[config.mk]
export PLATFORM = sky130hd
export DESIGN_NAME = ex_mem_elastic_reg_flat
export DESIGN_NICKNAME = d
export VERILOG_FILES = /design/src/rtl/ex_mem_elastic_reg_if.sv /design/src/rtl/ex_mem_elastic_reg.sv /design/src/flat_wrapper.sv
export SDC_FILE = /design/constraint.sdc
export NUM_CORES = 1
export LEC_CHECK = 0
export CAP_MARGIN = 10
export CORE_ASPECT_RATIO = 2
export CORE_MARGIN = 4
export CORE_UTILIZATION = 35
export CTS_CLUSTER_DIAMETER = 30
export DETAILED_ROUTE_END_ITERATION = 6
export MAX_ROUTING_LAYER = met4
export PLACE_DENSITY_LB_ADDON = 0.12
export SLEW_MARGIN = 25
export SYNTH_ARGS = -nofsm -noshare
export SYNTH_HDL_FRONTEND = slang
export SYNTH_SLANG_ARGS = --single-unit
[constraint.sdc]
create_clock -name clock -period 2 [get_ports clock]
set_input_delay 0.4 -clock clock [delete_from_list [all_inputs] [get_ports clock]]
set_output_delay 0.4 -clock clock [all_outputs]
set_load 0.02 [all_outputs]
[src/rtl/ex_mem_elastic_reg_if.sv]
// EX/MEM handshake, payload and writeback-forward bundle for ex_mem_elastic_reg.
// The slave modport is the register's view; master is the EX/MEM environment's view.
interface ex_mem_elastic_reg_if #(
    parameter int DATA_WIDTH   = 32,
    parameter int ADDRESS_BITS = 20,
    parameter int REG_BITS     = 5
);
    localparam int BE_W = DATA_WIDTH / 8;

    logic                    flush;
    logic                    ex_valid;
    logic                    ex_ready;
    logic                    ex_memRead;
    logic                    ex_memWrite;
    logic                    ex_regWrite;
    logic [DATA_WIDTH-1:0]   ex_ALU_result;
    logic [DATA_WIDTH-1:0]   ex_rs2_data;
    logic [BE_W-1:0]         ex_byte_en;
    logic [REG_BITS-1:0]     ex_rd;

    logic                    mem_valid;
    logic                    mem_ready;
    logic                    mem_load;
    logic                    mem_store;
    logic                    mem_regWrite;
    logic [DATA_WIDTH-1:0]   mem_ALU_result;
    logic [ADDRESS_BITS-1:0] mem_addr;
    logic [DATA_WIDTH-1:0]   mem_store_data;
    logic [BE_W-1:0]         mem_byte_en;
    logic [REG_BITS-1:0]     mem_rd;

    logic                    mem_write;
    logic [REG_BITS-1:0]     mem_write_reg;
    logic [DATA_WIDTH-1:0]   mem_write_data;
    logic                    ex_write;
    logic [REG_BITS-1:0]     ex_write_reg;
    logic [DATA_WIDTH-1:0]   ex_write_data;

    modport slave (
        input  flush, ex_valid, ex_memRead, ex_memWrite, ex_regWrite,
               ex_ALU_result, ex_rs2_data, ex_byte_en, ex_rd,
               mem_ready, mem_write, mem_write_reg, mem_write_data,
        output ex_ready, mem_valid, mem_load, mem_store, mem_regWrite,
               mem_ALU_result, mem_addr, mem_store_data, mem_byte_en, mem_rd,
               ex_write, ex_write_reg, ex_write_data
    );

    modport master (
        output flush, ex_valid, ex_memRead, ex_memWrite, ex_regWrite,
               ex_ALU_result, ex_rs2_data, ex_byte_en, ex_rd,
               mem_ready, mem_write, mem_write_reg, mem_write_data,
        input  ex_ready, mem_valid, mem_load, mem_store, mem_regWrite,
               mem_ALU_result, mem_addr, mem_store_data, mem_byte_en, mem_rd,
               ex_write, ex_write_reg, ex_write_data
    );
endinterface

[src/rtl/ex_mem_elastic_reg.sv]
// EX/MEM elastic pipeline register with valid/ready, flush and a one-cycle writeback-forward path.
// Define EX_MEM_SKID_EN for a registered ex_ready backed by a second (skid) entry.
//
// state | meaning
// EMPTY | no valid entry
// FULL  | main entry valid
// SKID  | main and skid entries valid (EX_MEM_SKID_EN only)
module ex_mem_elastic_reg #(
    parameter int CORE         = 0,
    parameter int DATA_WIDTH   = 32,
    parameter int ADDRESS_BITS = 20,
    parameter int REG_BITS     = 5
) (
    input logic                   clock,
    input logic                   reset,
    ex_mem_elastic_reg_if.slave   bus
);
    localparam int BE_W = DATA_WIDTH / 8;

    if (CORE < 0 || (DATA_WIDTH % 8) != 0) begin : g_bad_params
        $error("ex_mem_elastic_reg: CORE must be >= 0 and DATA_WIDTH a multiple of 8");
    end

    typedef struct packed {
        logic                  ld;
        logic                  st;
        logic                  rw;
        logic [DATA_WIDTH-1:0] alu;
        logic [DATA_WIDTH-1:0] rs2;
        logic [BE_W-1:0]       be;
        logic [REG_BITS-1:0]   rd;
    } entry_t;

`ifdef EX_MEM_SKID_EN
    typedef enum logic [1:0] {EMPTY = 2'd0, FULL = 2'd1, SKID = 2'd2} state_t;
`else
    typedef enum logic {EMPTY = 1'b0, FULL = 1'b1} state_t;
`endif

    state_t                state_q, state_d;
    entry_t                main_q, main_d;
    entry_t                in_entry;
    logic                  mem_valid;
    logic                  ex_ready;
    logic                  accept;
    logic                  consume;
    logic                  ex_write_q;
    logic [REG_BITS-1:0]   ex_write_reg_q;
    logic [DATA_WIDTH-1:0] ex_write_data_q;
`ifdef EX_MEM_SKID_EN
    entry_t                skid_q, skid_d;
`endif

    assign in_entry = '{ld:  bus.ex_memRead,
                        st:  bus.ex_memWrite,
                        rw:  bus.ex_regWrite,
                        alu: bus.ex_ALU_result,
                        rs2: bus.ex_rs2_data,
                        be:  bus.ex_byte_en,
                        rd:  bus.ex_rd};

    assign mem_valid = (state_q != EMPTY);
`ifdef EX_MEM_SKID_EN
    // Registered ready: depends only on whether the skid slot is occupied.
    assign ex_ready  = (state_q != SKID);
`else
    assign ex_ready  = !mem_valid || bus.mem_ready;
`endif
    assign accept    = bus.ex_valid && ex_ready;
    assign consume   = mem_valid && bus.mem_ready;

    always_comb begin
        state_d = state_q;
        main_d  = main_q;
`ifdef EX_MEM_SKID_EN
        skid_d  = skid_q;
`endif
        case (state_q)
            EMPTY: begin
                if (accept) begin
                    state_d = FULL;
                    main_d  = in_entry;
                end
            end
            FULL: begin
                if (accept && consume) begin
                    main_d = in_entry;
                end else if (consume) begin
                    state_d = EMPTY;
`ifdef EX_MEM_SKID_EN
                end else if (accept) begin
                    state_d = SKID;
                    skid_d  = in_entry;
`endif
                end
            end
`ifdef EX_MEM_SKID_EN
            SKID: begin
                if (consume) begin
                    state_d = FULL;
                    main_d  = skid_q;
                end
            end
`endif
            default: state_d = EMPTY;
        endcase
        // Flush drops a same-cycle accept entirely, so held data stays untouched too.
        if (bus.flush) begin
            state_d = EMPTY;
            main_d  = main_q;
`ifdef EX_MEM_SKID_EN
            skid_d  = skid_q;
`endif
        end
    end

    always_ff @(posedge clock) begin
        if (!reset) begin
            state_q         <= EMPTY;
            main_q          <= '0;
`ifdef EX_MEM_SKID_EN
            skid_q          <= '0;
`endif
            ex_write_q      <= 1'b0;
            ex_write_reg_q  <= '0;
            ex_write_data_q <= '0;
        end else begin
            state_q         <= state_d;
            main_q          <= main_d;
`ifdef EX_MEM_SKID_EN
            skid_q          <= skid_d;
`endif
            ex_write_q      <= bus.mem_write;
            ex_write_reg_q  <= bus.mem_write_reg;
            ex_write_data_q <= bus.mem_write_data;
        end
    end

    assign bus.ex_ready       = ex_ready;
    assign bus.mem_valid      = mem_valid;
    assign bus.mem_load       = mem_valid & main_q.ld;
    assign bus.mem_store      = mem_valid & main_q.st;
    assign bus.mem_regWrite   = mem_valid & main_q.rw & (|main_q.rd);
    assign bus.mem_ALU_result = main_q.alu;
    assign bus.mem_addr       = main_q.alu[ADDRESS_BITS-1:0];
    assign bus.mem_store_data = main_q.rs2;
    assign bus.mem_byte_en    = main_q.be;
    assign bus.mem_rd         = main_q.rd;
    assign bus.ex_write       = ex_write_q;
    assign bus.ex_write_reg   = ex_write_reg_q;
    assign bus.ex_write_data  = ex_write_data_q;
endmodule

[src/flat_wrapper.sv]
// flat-port wrapper written by rule: the top's interface ports become plain ports
module ex_mem_elastic_reg_flat 
#(
    parameter int CORE         = 0,
    parameter int DATA_WIDTH   = 32,
    parameter int ADDRESS_BITS = 20,
    parameter int REG_BITS     = 5
)
  (clock, reset, bus_flush, bus_ex_valid, bus_ex_memRead, bus_ex_memWrite, bus_ex_regWrite, bus_ex_ALU_result, bus_ex_rs2_data, bus_ex_byte_en, bus_ex_rd, bus_mem_ready, bus_mem_write, bus_mem_write_reg, bus_mem_write_data, bus_ex_ready, bus_mem_valid, bus_mem_load, bus_mem_store, bus_mem_regWrite, bus_mem_ALU_result, bus_mem_addr, bus_mem_store_data, bus_mem_byte_en, bus_mem_rd, bus_ex_write, bus_ex_write_reg, bus_ex_write_data);
  ex_mem_elastic_reg_if #(.DATA_WIDTH(DATA_WIDTH), .ADDRESS_BITS(ADDRESS_BITS), .REG_BITS(REG_BITS)) bus_i ();
  input logic clock;
  input logic reset;
  input wire logic [$bits(bus_i.flush)-1:0] bus_flush;
  input wire logic [$bits(bus_i.ex_valid)-1:0] bus_ex_valid;
  input wire logic [$bits(bus_i.ex_memRead)-1:0] bus_ex_memRead;
  input wire logic [$bits(bus_i.ex_memWrite)-1:0] bus_ex_memWrite;
  input wire logic [$bits(bus_i.ex_regWrite)-1:0] bus_ex_regWrite;
  input wire logic [$bits(bus_i.ex_ALU_result)-1:0] bus_ex_ALU_result;
  input wire logic [$bits(bus_i.ex_rs2_data)-1:0] bus_ex_rs2_data;
  input wire logic [$bits(bus_i.ex_byte_en)-1:0] bus_ex_byte_en;
  input wire logic [$bits(bus_i.ex_rd)-1:0] bus_ex_rd;
  input wire logic [$bits(bus_i.mem_ready)-1:0] bus_mem_ready;
  input wire logic [$bits(bus_i.mem_write)-1:0] bus_mem_write;
  input wire logic [$bits(bus_i.mem_write_reg)-1:0] bus_mem_write_reg;
  input wire logic [$bits(bus_i.mem_write_data)-1:0] bus_mem_write_data;
  output wire logic [$bits(bus_i.ex_ready)-1:0] bus_ex_ready;
  output wire logic [$bits(bus_i.mem_valid)-1:0] bus_mem_valid;
  output wire logic [$bits(bus_i.mem_load)-1:0] bus_mem_load;
  output wire logic [$bits(bus_i.mem_store)-1:0] bus_mem_store;
  output wire logic [$bits(bus_i.mem_regWrite)-1:0] bus_mem_regWrite;
  output wire logic [$bits(bus_i.mem_ALU_result)-1:0] bus_mem_ALU_result;
  output wire logic [$bits(bus_i.mem_addr)-1:0] bus_mem_addr;
  output wire logic [$bits(bus_i.mem_store_data)-1:0] bus_mem_store_data;
  output wire logic [$bits(bus_i.mem_byte_en)-1:0] bus_mem_byte_en;
  output wire logic [$bits(bus_i.mem_rd)-1:0] bus_mem_rd;
  output wire logic [$bits(bus_i.ex_write)-1:0] bus_ex_write;
  output wire logic [$bits(bus_i.ex_write_reg)-1:0] bus_ex_write_reg;
  output wire logic [$bits(bus_i.ex_write_data)-1:0] bus_ex_write_data;
  assign bus_i.flush = bus_flush;
  assign bus_i.ex_valid = bus_ex_valid;
  assign bus_i.ex_memRead = bus_ex_memRead;
  assign bus_i.ex_memWrite = bus_ex_memWrite;
  assign bus_i.ex_regWrite = bus_ex_regWrite;
  assign bus_i.ex_ALU_result = bus_ex_ALU_result;
  assign bus_i.ex_rs2_data = bus_ex_rs2_data;
  assign bus_i.ex_byte_en = bus_ex_byte_en;
  assign bus_i.ex_rd = bus_ex_rd;
  assign bus_i.mem_ready = bus_mem_ready;
  assign bus_i.mem_write = bus_mem_write;
  assign bus_i.mem_write_reg = bus_mem_write_reg;
  assign bus_i.mem_write_data = bus_mem_write_data;
  assign bus_ex_ready = bus_i.ex_ready;
  assign bus_mem_valid = bus_i.mem_valid;
  assign bus_mem_load = bus_i.mem_load;
  assign bus_mem_store = bus_i.mem_store;
  assign bus_mem_regWrite = bus_i.mem_regWrite;
  assign bus_mem_ALU_result = bus_i.mem_ALU_result;
  assign bus_mem_addr = bus_i.mem_addr;
  assign bus_mem_store_data = bus_i.mem_store_data;
  assign bus_mem_byte_en = bus_i.mem_byte_en;
  assign bus_mem_rd = bus_i.mem_rd;
  assign bus_ex_write = bus_i.ex_write;
  assign bus_ex_write_reg = bus_i.ex_write_reg;
  assign bus_ex_write_data = bus_i.ex_write_data;
  ex_mem_elastic_reg #(.CORE(CORE), .DATA_WIDTH(DATA_WIDTH), .ADDRESS_BITS(ADDRESS_BITS), .REG_BITS(REG_BITS)) u_core (.clock(clock), .reset(reset), .bus(bus_i));
endmodule
==> results of run 1 <==
## synth_stat cells
library cell,n
and2_1,40
buf_4,96
buf_6,5
clkbuf_1,21
dfxtp_1,115
inv_1,1
mux2i_1,76
nand2_1,152
nor2_1,1
nor2b_1,1
nor3b_1,1
nor3b_2,1
o311a_1,1
or3_1,1
## per-layer routing
| metal | routed length, um | track usage |
|---|---|---|
| met4 | 331 | 0.0812 |
| met1 | 4580 | 0.161 |
| met5 | 0 | - |
| met2 | 7110 | 0.306 |
| met3 | 783 | 0.0508 |
## cells in the final DEF, fill, tap and decap left out
cell type / n
nor3b_1: 1
clkbuf_16: 17
inv_6: 3
clkinvlp_4: 2
dlygate4sd2_1: 2
bufinv_16: 4
clkinv_2: 1
buf_4: 7
nor2b_1: 1
nand2_1: 152
and2_1: 40
o311a_1: 1
mux2i_1: 76
buf_12: 9
or3_1: 1
inv_1: 1
nor2_1: 1
clkdlybuf4s50_1: 249
dlymetal6s2s_1: 1
dfxtp_1: 115
nor3b_4: 1
clkbuf_8: 1
buf_6: 1
clkinv_4: 4
## metrics by stage
| stage | std cells | setup WS, ns | power (W) | util |
|---|---|---|---|---|
| 6_report | 846 | 0.0609 | 0.00673 | 0.561 |
| 4_1_cts | 846 | 0.00580 | 0.00684 | 0.561 |
| 3_3_place_gp | 814 | 0.0437 | 0.00351 | 0.513 |
| 5_1_grt | 846 | -0.00795 | 0.00700 | 0.561 |
| 2_1_floorplan | 512 | 0.581 | 0.00306 | - |
| 3_5_place_dp | 814 | 0.0577 | 0.00353 | 0.513 |
## worst max-delay path, stage by stage (launching register included)
cell and delay (ns):
dfxtp_1 0.31, or3_1 0.38, o311a_1 0.31, buf_6 0.14
## power by group through the flow
stage / Sequential, W / Combinational (W) / Clock (W)
finish: 0.00247 / 0.000994 / 0.00326
floorplan: 0.00256 / 0.000497 / 0
CTS: 0.00247 / 0.00101 / 0.00336
global placement: 0.00252 / 0.000995 / 0
global route: 0.00249 / 0.00106 / 0.00346
detailed placement: 0.00252 / 0.00101 / 0
## what timing repair did
item                       in CTS  in global routing
setup endpoints to repair       3                  2
setup buffers                   0                  0
gates resized for setup         6                  3
pin swaps                       0                  0
## kinds of logic after synthesis
group | share of synthesized area
buffers and inverters | 0.179
and+or+nand+nor | 0.179
DFF | 0.481
AOI/OAI and AO/OA | 0.00209
muxes | 0.159
## layout make-up
class                   instances  share of cell area
inverters                       1            0.000498
clock inverters                14              0.0267
well taps                     155              0.0257
clock buffers                  18              0.0582
repair buffers                269               0.367
multi-input cells             274               0.217
flip-flops and latches        115               0.305
## worst min path at each step
stage / cells past startpoint / to
2_1_floorplan: 2 / u_core.main_q[74]
3_3_place_gp: 2 / u_core.main_q[74]
3_5_place_dp: 2 / u_core.bus.mem_ALU_result[28]
6_report: 2 / u_core.bus.mem_ALU_result[26]
4_1_cts: 2 / u_core.bus.mem_ALU_result[26]
5_1_grt: 2 / u_core.bus.mem_ALU_result[29]
==> out/qor.yml, run 1 <==
tns_ns: 0
reg2reg_depth: 6
period_minus_slack_ns: 1.94
drc: 0
root_buffer: "clkbuf_16"
synth_top_area_cell: "dfxtp_1"
setup_violations: 0
power.density_mw_per_mm2: 892
portBuffers: 254
power_switching_w: 0.00161
via_per_inst: 4.39
timing.fmax_mhz: 516
die_width_um: 90.7
slew_violations: 0
clock_latency_ns: 0.41
ios: 255
grt_pass1_wl_um: 20200
drtIter0Drc: 128
worstPathMaxFanout: 2
htree_levels: 4
ys_seq_area_frac: 0.481
synth.distinct_cells: 14
hp-start: "u_core.bus.mem_ALU_result[26]"
power_frac_comb: 0.148
path_clk_slew_ns: 0.06
startpoint_type: "register"
regArea_mm2: 0.00230
antenna_found_initial: 0
whs_ns: 0.454
synth.top_cell.area_share: 0.481
worstPathRequired_ns: 1.60
finalWirelength_um: 12800
cts_tree: "done"
path_class: "register to output port"
clockPowerShare: 0.485
grt_pass1_vias: 3929
hpwl_um: 9840
hold_class: "register to register"
post_dp_cell_area_mm2: 0.00690
yosysWarnings: 0
dieArea_mm2: 0.0157
crit_start: "u_core.bus.mem_rd[4]"
multi_input_area_mm2: 0.00163
syn_area_per_cell_um2: 9.35
yosys-top-cells-area: "dfxtp_1, mux2i_1, buf_4, nand2_1, and2_1"
grt_max_degree: 70
num_vias: 3717
tightestPinTransition_ns: 0.452
internal_power_w: 0.00511
clock_skew_ns: 0.00522
wl_per_cell_um: 15.1
die_h_um: 173
overflow: 0
drive_gt1_frac: 0.0724
p_leak_nw: 2.99
antenna_cells: 0
ir_drop_mv: 0.636
start_util: 0.356
cap_violations: 0
slew_headroom: 0.698
cts_buffers: 17
rr_startpoint: "u_core.bus.mem_valid"
hold_buffers: 0
syn_area_mm2: 0.00479
synth_seq_cells: 115
worstSetupEndpointType: "output port"
reg2reg_to: "u_core.bus.mem_byte_en[3]"
clock_path_buffers: 2
rrSetupSlack_ns: 0.44
endpoint: "bus_mem_regWrite"
placementRows: 60
fill_cells: 1216
seq_power_share: 0.367
outcome: "complete, no violations"
fin_area_mm2: 0.00754
place.gp.congestion: 0.757
gr-usage-all-layers: 0.169
nets: 797
syn-num-nets: 631
numClockSinks: 115
cp.arrival_ns: 1.54
postRouteAntennaNets: 0
netlist_instances: 512
fp.coreArea_mm2: 0.0134
firstDrtPassIters: 4
period_share: 0.970
swShare: 0.240
area_growth_pct: 57.4
hold_viol: 0
rsz0062_at_grt: "true"
No activity file was read; power rests on OpenSTA's default activity.
==> inputs of run 2 (changes only) <==
--- a/config.mk
+++ b/config.mk
@@ -11,6 +11,7 @@
 export CORE_UTILIZATION = 35
 export CTS_CLUSTER_DIAMETER = 30
 export DETAILED_ROUTE_END_ITERATION = 6
+export DONT_BUFFER_PORTS = 1
 export MAX_ROUTING_LAYER = met4
 export PLACE_DENSITY_LB_ADDON = 0.12
 export SLEW_MARGIN = 25
==> run 2 against run 1 <==
Compared with the run above: core utilization down 20 points; power down 8.3%; critical path depth down 1; sequential power up 8.1%; register-to-register slack worse by 0.04 ns; critical endpoint unchanged.
==> out/qor.yml, run 2 (synthesis results as in run 1) <==
antenna_found_initial: 0
via_per_inst: 4.64
period_share: 0.964
dieArea_mm2: 0.0157
postRouteAntennaNets: 0
layout_common_cells: "nand2_1, dfxtp_1, mux2i_1"
post-cts-setup-buffers: 0
drive_gt1_frac: 0.0920
tightestPinTransition_ns: 0.446
drc: 0
slew_violations: 0
clock_skew_ns: 0.00859
die_h_um: 173
hpwl_um: 7090
slowest_stage: "or3_4"
hold_buffers: 0
power_switching_w: 0.00151
cts_buffers: 17
overflow: 0
outcome: "complete, no violations"
ios: 255
worstPathMaxFanout: 3
clock_latency_ns: 0.40
grt_max_degree: 192
start_util: 0.356
hold_class: "input pin to register"
wl_per_cell_um: 17.6
stdcell_count: 579
grt_pass1_vias: 2787
firstDrtPassIters: 4
num_vias: 2687
cap_violations: 0
final_common_cell: "nand2_1"
rsz0062_at_grt: "false"
utilization: 0.360
p_leak_nw: 1.93
clock_path_buffers: 2
power.density_mw_per_mm2: 1280
nets: 530
antenna_cells: 0
swShare: 0.245
tns_ns: 0
seq_power_share: 0.433
cts_tree: "done"
die_width_um: 90.7
finalWirelength_um: 10200
worstPathCellList: "or3_4 > o311a_4"
portBuffers: 0
drtIter0Drc: 72
root_buffer: "clkbuf_16"
cp_slowest_stage_delay_ns: 0.41
setup_violations: 0
place_inst: 547
worstSetupEndpointType: "output port"
numClockSinks: 115
cp.arrival_ns: 1.53
cp.buffers_inverters: 0
gr-usage-all-layers: 0.131
place.gp.congestion: 0.696
power_frac_comb: 0.035
period_minus_slack_ns: 1.93
htree_levels: 4
area_growth_pct: 0.940
ir_drop_mv: 0.617
clockPowerShare: 0.531
placementRows: 60
critical-path-top-delay-family: "simple AND/OR/NAND/NOR gates"
startpoint_type: "register"
slew_headroom: 0.702
worstPathRequired_ns: 1.60
hold_viol: 0
timing.fmax_mhz: 519
path_class: "register to output port"
grt_pass1_wl_um: 15500
fill_cells: 1363
internal_power_w: 0.00466
whs_ns: 0.0791
fp.coreArea_mm2: 0.0134
path_clk_slew_ns: 0.05
-- run 2: cell count changes in the layout (fill, tap and decap cells not counted), moves of 2 or more --
cell	change
buf_12	-7
dfxtp_1	-2
clkinvlp_4	-2
dfxtp_2	+2
dlygate4sd2_1	-2
clkdlybuf4s50_1	-249
buf_4	-7
inv_6	+5
-- run 2: area by class of cell --
type,instances,area (um2),area share
clock inverter,15,216,0.0448
inverter,1,3.75,0.000776
multi-input combinational,274,1650,0.341
tap,155,194,0.0401
clock buffer,17,425,0.0880
timing repair buffer,2,40.0,0.00828
sequential,115,2300,0.477
-- run 2: what timing repair did --
item                       in CTS  in global routing
setup endpoints to repair       1                  1
pin swaps                       0                  0
gates resized for setup         3                  1
hold endpoints to repair        0                  0
-- run 2: power groups by stage --
stage / registers, W / logic, W / clock network, W
6_report: 0.00267 / 0.000218 / 0.00328
5_1_grt: 0.00269 / 0.000249 / 0.00348
4_1_cts: 0.00268 / 0.000224 / 0.00339
3_5_place_dp: 0.00273 / 0.000221 / 0
3_3_place_gp: 0.00273 / 0.000212 / 0
2_1_floorplan: 0.00256 / 0.000497 / 0
-- run 2: path summary, 6_finish.rpt --
path / startpoint / endpoint / slack (ns) / cells after the start
worst max register to register: u_core.bus.mem_valid / u_core.bus.mem_store_data[11] / 0.40 / 4
worst max-delay path: u_core.bus.mem_rd[4] / bus_mem_regWrite / 0.07 / 2
worst min-delay path: bus_flush / u_core.bus.mem_valid / 0.08 / 1
worst min register to register: u_core.main_q[74] / u_core.main_q[74] / 0.45 / 2
-- run 2: through the flow --
step,setup slack (ns),area [um2],total power (W)
2_1_floorplan,0.581,4790,0.00306
3_3_place_gp,0.349,4170,0.00294
3_5_place_dp,0.348,4170,0.00295
4_1_cts,0.0117,4830,0.00629
5_1_grt,0.0153,4830,0.00642
6_report,0.0728,4830,0.00617
-- run 2: layer usage --
layer / up-vias / part of all wire / track usage
met4: 0 / 0.021 / 0.0607
li1: 1318 / - / -
met2: 142 / 0.52 / 0.222
met3: 13 / 0.078 / 0.0482
met5: - / 0 / -
met1: 1214 / 0.38 / 0.133
==> patch 1: new RTL, flow settings as in run 1 <==
Build with the macro `EX_MEM_SKID_EN` defined.
--- a/src/rtl/ex_mem_elastic_reg.sv
+++ b/src/rtl/ex_mem_elastic_reg.sv
@@ -6,4 +6,6 @@
 // FULL  | main entry valid
 // SKID  | main and skid entries valid (EX_MEM_SKID_EN only)
+`define EX_MEM_SKID_EN
+
 module ex_mem_elastic_reg #(
     parameter int CORE         = 0,
Check against the original RTL: not equivalent (a bounded check fails within 4 cycles, from zero or initial values and one cycle with reset low).
==> patch 1 against run 1 <==
Cell count up 56%; area after synthesis up 71%; routed wire length up 78%; worst setup slack worse by 0.056 ns; design area up 47%; power up 26%; sequential cell count up 77; sequential share of layout area up 4.1 points; worst hold slack worse by 0.086 ns; critical path type unchanged; critical endpoint unchanged; largest power group is now sequential cells; highest routed layer unchanged.
==> patch 1: results (changes against run 1) <==
- M1 wire length: 9.16 mm (was 4.58 mm)
- Cell count after synthesis: 882 (was 512)
- Worst hold path endpoint: u_core.state_q[0]$_SDFFE_PP0P_ (was u_core.bus.mem_ALU_result[26]$_SDFFE_PN0P_)
- CP Data Arrival Time: 1.59 ns (was 1.54 ns)
- Top cells by count, synth: dfxtp_1 (192), nand2_1 (154), buf_4 (95) (was nand2_1 (152), dfxtp_1 (115), buf_4 (96))
- Peak supply drop: 511 uV (was 636 uV)
- Post-synthesis mux area share: 9.31% (was 15.9%)
- Post-placement cell count: 1285 (was 814)
- Wire length on met3: 1.33 mm (was 783 um)
- Hold Startpoint: bus_flush (was u_core.bus.mem_ALU_result[26]$_SDFFE_PN0P_)
- Insertion delay to the later sink of the worst-skew pair: 0.45 ns (was 0.41 ns)
- Worst hold path class: in -> reg (was reg -> reg)
- Worst slack, placed: -0.124 ns (was 0.0577 ns)
- Worst Path Max Fanout: 3 (was 2)
- Worst R2R Start: u_core.state_q[1]$_SDFFE_PP0P_ (was u_core.bus.mem_valid$_SDFF_PP0_)
- Internal power: 6420 uW (was 5110 uW)
- Total GRT Usage: 18.2% (was 16.9%)
- R2R setup slack: 0.37 ns (was 0.44 ns)
- DR vias/cell: 5.01 (was 4.39)
- R2R cell count: 7 (was 6)
- Final HPWL DP: 15.5 mm (was 9.84 mm)
- Reg2reg end: u_core.bus.mem_store_data[29]$_SDFFE_PN0P_ (was u_core.bus.mem_byte_en[3]$_SDFFE_PN0P_)
- Share of cells above drive strength 1: 8.10% (was 7.24%)
- Hold_ws: 0.368 ns (was 0.454 ns)
- Post-DP Area: 10600 um^2 (was 6900 um^2)
- Static Leak: 0.00447 uW (was 0.00299 uW)
- Status: complete, no violations (unchanged)
- Met2 wire len: 11.9 mm (was 7.11 mm)
- Drt initial violations: 383 (was 128)
- First-pass GRT wire length: 35.5 mm (was 20.2 mm)
- Unique masters post-synth: 25 (was 14)
- Vias in the first global route: 6607 (was 3929)
- # fillers: 2213 (was 1216)
- Final wirelength: 22.8 mm (was 12.8 mm)
- Syn Nets: 1001 (was 631)
- Top cells by area, synth: dfxtp_1 (47%), mux2i_1 (9.3%), buf_4 (8.7%) (was dfxtp_1 (48%), mux2i_1 (16%), buf_4 (15%))
- Sequential area share after synthesis: 47.0% (was 48.1%)
- GP Congestion: 0.746 (was 0.757)
-- patch 1: changes by cell type after synthesis, moves of 2 or more --
cell | before | now
a21oi_1 | 0 | 77
buf_2 | 0 | 20
buf_6 | 5 | 7
nand2_1 | 152 | 154
dfxtp_1 | 115 | 192
nor4_1 | 0 | 76
clkbuf_1 | 21 | 52
a31o_1 | 0 | 76
nand2b_1 | 0 | 3
-- patch 1: per-layer routing --
metal	global-route usage, %	vias up
li1	-	3265
met1	20.1	3120
met2	31.3	195
met3	5.08	20
met4	5.81	0
met5	-	-
-- patch 1: power by group through the flow --
stage	logic (uW)	registers (uW)	clock network (uW)
4_1_cts	1250	4030	3370
5_1_grt	1320	4040	3500
6_report	1230	4030	3250
2_1_floorplan	618	4150	0
3_3_place_gp	1240	4110	0
3_5_place_dp	1250	4120	0
-- patch 1: final cells by class --
cell class | count | area (um^2) | area share (%)
Timing Repair Buffer | 297 | 3080 | 27.7
Tap cell | 280 | 350 | 3.15
Sequential cell | 192 | 3840 | 34.6
Inverter | 1 | 6.26 | 0.0563
Clock buffer | 27 | 533 | 4.80
Multi-Input combinational cell | 515 | 3270 | 29.4
Clock inverter | 5 | 25.0 | 0.225
-- patch 1: worst register-to-register path, delay by kind of cell (launching register included) --
family | cells | cell delay, ns
flip-flops | 1 | 0.34
AO/OA/AOI/OAI | 2 | 0.20
AND/OR/NAND/NOR | 2 | 0.52
buffers and inverters | 3 | 0.52
-- patch 1: kinds of logic after synthesis --
kind of cell,Yosys count
multiplexers,76
buffers and inverters,175
flip-flops,192
AND/OR/NAND/NOR,281
AO/OA/AOI/OAI,158
-- patch 1: timing repair --
| item | in CTS | in global routing |
|---|---|---|
| endpoints found under the setup margin | 5 | 1 |
| gates cloned | 0 | 0 |
| resized for setup | 12 | 0 |
-- patch 1: how the worst max path moves through the flow --
stage | to | from | slack [ns] | cells past startpoint
floorplan | u_core.skid_q[0]$_SDFFE_PN0P_ | bus_mem_ready | 0.39 | 7
global placement | u_core.bus.mem_ALU_result[2]$_SDFFE_PN0P_ | bus_ex_valid | -0.12 | 7
detailed placement | u_core.bus.mem_store_data[29]$_SDFFE_PN0P_ | bus_mem_ready | -0.12 | 7
CTS | bus_mem_regWrite | u_core.bus.mem_rd[4]$_SDFFE_PN0P_ | -0.03 | 3
global route | bus_mem_regWrite | u_core.bus.mem_rd[4]$_SDFFE_PN0P_ | -0.06 | 3
finish | bus_mem_regWrite | u_core.bus.mem_rd[4]$_SDFFE_PN0P_ | 0.005 | 3
==> patch 2: new RTL, settings of run 1 <==
Made on the original files. Make the reset (`reset`) asynchronous in one clocked block.
--- a/src/rtl/ex_mem_elastic_reg.sv
+++ b/src/rtl/ex_mem_elastic_reg.sv
@@ -115,5 +115,5 @@
     end
 
-    always_ff @(posedge clock) begin
+    always_ff @(posedge clock or negedge reset) begin
         if (!reset) begin
             state_q         <= EMPTY;
Formal check against the unedited RTL: differs if reset is asserted again (counterexample within 4 cycles, from zero or initial values and one cycle with reset low); with reset held inactive, the same outputs for 10 cycles.
==> patch 2 against run 1 <==
The run now ends with negative setup slack left; worst setup slack worse by 0.074 ns; routed wire length is 10% lower; power is 14% higher; sequential cell count stayed put; first-iteration DRC count is 58% lower; critical path depth stayed put; via count is 25% lower; area after synthesis is 4.6% lower; design area is 3.9% lower; synthesized cell count is 41% lower.
==> patch 2: results (changes against run 1) <==
- Final worst slack: -0.0128 ns (was 0.0609 ns)
- Share of Yosys cell area claimed by the top area cell type: 63.0% (was 48.1%)
- Setup TNS: -0.0128 ns (was 0 ns)
- Worst setup startpoint: u_core.bus.mem_rd[1]$_DFFE_PN0P_ (was u_core.bus.mem_rd[4]$_SDFFE_PN0P_)
- Num CTS Buffers: 17 (unchanged)
- Status: finished with violations (was complete, no violations)
- Largest net degree at the start of global routing: 116 (was 70)
- Pre-antenna DRT Iters: 3 (was 4)
- Number of H-tree levels: 4 (unchanged)
- Port bufs: 254 (unchanged)
- First-pass GRT wire length: 16.9 mm (was 20.2 mm)
- Top cells by area, synth: dfrtp_1 (63%), buf_4 (15%), mux2_1 (9.9%) (was dfxtp_1 (48%), mux2i_1 (16%), buf_4 (15%))
- DR vias/cell: 4.33 (was 4.39)
- Syn Nets: 420 (was 631)
- Internal power: 5650 uW (was 5110 uW)
- Yosys warnings: 0 (unchanged)
- GP Congestion: 0.752 (was 0.757)
- Worst hold path class: in -> async (was reg -> reg)
- Clk root buf: clkbuf_16 (unchanged)
- Clock buffer depth: 2 (unchanged)
- Worst Skew: 0.00830 ns (was 0.00522 ns)
- Failing checks: negative setup slack
- Insertion delay to the later sink of the worst-skew pair: 0.40 ns
- Layout Nets: 601 (was 797)
- Fraction of registers with async set/reset: 100% (was 0%)
- Static Leak: 0.00301 uW (was 0.00299 uW)
- Final HPWL DP: 8.89 mm (was 9.84 mm)
- Initial antenna violation count: 0 (unchanged)
- Relative slew slack: 57.4% (was 69.8%)
- Drt initial violations: 54 (was 128)
- Peak supply drop: 680 uV (was 636 uV)
- Worst Path Max Fanout: 2 (unchanged)
- Sequential area share after synthesis: 63.0% (was 48.1%)
- Worst R2R Start: u_core.bus.mem_valid$_DFF_PN0_ (was u_core.bus.mem_valid$_SDFF_PP0_)
- Endpoints failing setup: 1 (was 0)
- Diodes inserted: 0 (unchanged)
- Vias in the first global route: 3096 (was 3929)
- CTS clk-pin slew, worst paths: 0.06 ns (about the same)
- Unique masters post-synth: 13 (was 14)
- Post-DP Area: 6630 um^2 (was 6900 um^2)
- Top cells by count, synth: dfrtp_1 (115), buf_4 (93), mux2_1 (40) (was nand2_1 (152), dfxtp_1 (115), buf_4 (96))
- Post-CTS setup buffer count: 0 (unchanged)
- Total GRT Usage: 15.8% (was 16.9%)
- Share of cells above drive strength 1: 16.2% (was 7.24%)
- Drt wl/cell: 17.8 um (was 15.1 um)
- CTS resizes: 8 (was 6)
[patch 2: power by group through the flow]
stage	registers [uW]	clock network (uW)	logic (uW)
final	2800	3050	1850
after detailed placement	2840	0	1880
after CTS	2810	3120	1880
after global placement	2830	0	1860
after global routing	2840	3240	1950
after floorplan	2840	0	1180
[patch 2: final timing paths]
kind	end	slack (ns)	depth (start not counted)
hold reg to reg	u_core.bus.mem_store_data[11]$_DFFE_PN0P_	0.48	1
min in group clock	u_core.bus.ex_write_reg[2]$_DFF_PN0_	0.43	1
setup / recovery	bus_mem_regWrite	-0.01	3
setup reg to reg	u_core.bus.mem_ALU_result[9]$_DFFE_PN0P_	0.35	4
max in group asynchronous	u_core.bus.mem_store_data[14]$_DFFE_PN0P_	1.42	2
hold / removal	u_core.bus.mem_store_data[4]$_DFFE_PN0P_	0.08	2
[patch 2: area by class of cell]
| class | instances | area, um^2 |
|---|---|---|
| Clock buffer | 20 | 447 |
| Clock inverter | 12 | 156 |
| Fill cell | 1042 | 5460 |
| Inverter | 1 | 3.75 |
| Multi-Input combinational cell | 84 | 930 |
| Sequential cell | 115 | 2880 |
| Tap cell | 150 | 188 |
| Timing Repair Buffer | 263 | 2640 |
[patch 2: critical path, cell delays in order (launching register included)]
cell     delay, ns
dfrtp_1       0.37
or3_4         0.38
o311a_1       0.32
buf_6         0.14
[patch 2: cell families after synthesis]
kind of cell | count (synthesis) | share of synthesized area, %
buffers and inverters | 102 | 16.9
AND/OR/NAND/NOR | 7 | 1.18
flip-flops | 115 | 63.0
AO/OA/AOI/OAI | 1 | 0.219
multiplexers | 76 | 18.7
[patch 2: per-layer routing]
layer / up-vias / GRT usage [%] / part of all wire (%)
met5: - / - / 0
met4: 0 / 7.57 / 2.5
met3: 21 / 4.18 / 6.6
met2: 132 / 28.4 / 59
met1: 1372 / 15.0 / 32
li1: 1270 / - / -
[patch 2: through the flow]
step / hold WS (ns) / instances / power, uW / worst slack [ns]
6_report: 0.0759 / 645 / 7690 / -0.0128
3_3_place_gp: 0.467 / 613 / 4680 / -0.00987
3_5_place_dp: 0.474 / 613 / 4720 / -0.00770
2_1_floorplan: 0.104 / 301 / 4020 / 0.384
5_1_grt: 0.120 / 645 / 8030 / -0.0920
4_1_cts: 0.112 / 645 / 7800 / -0.0412
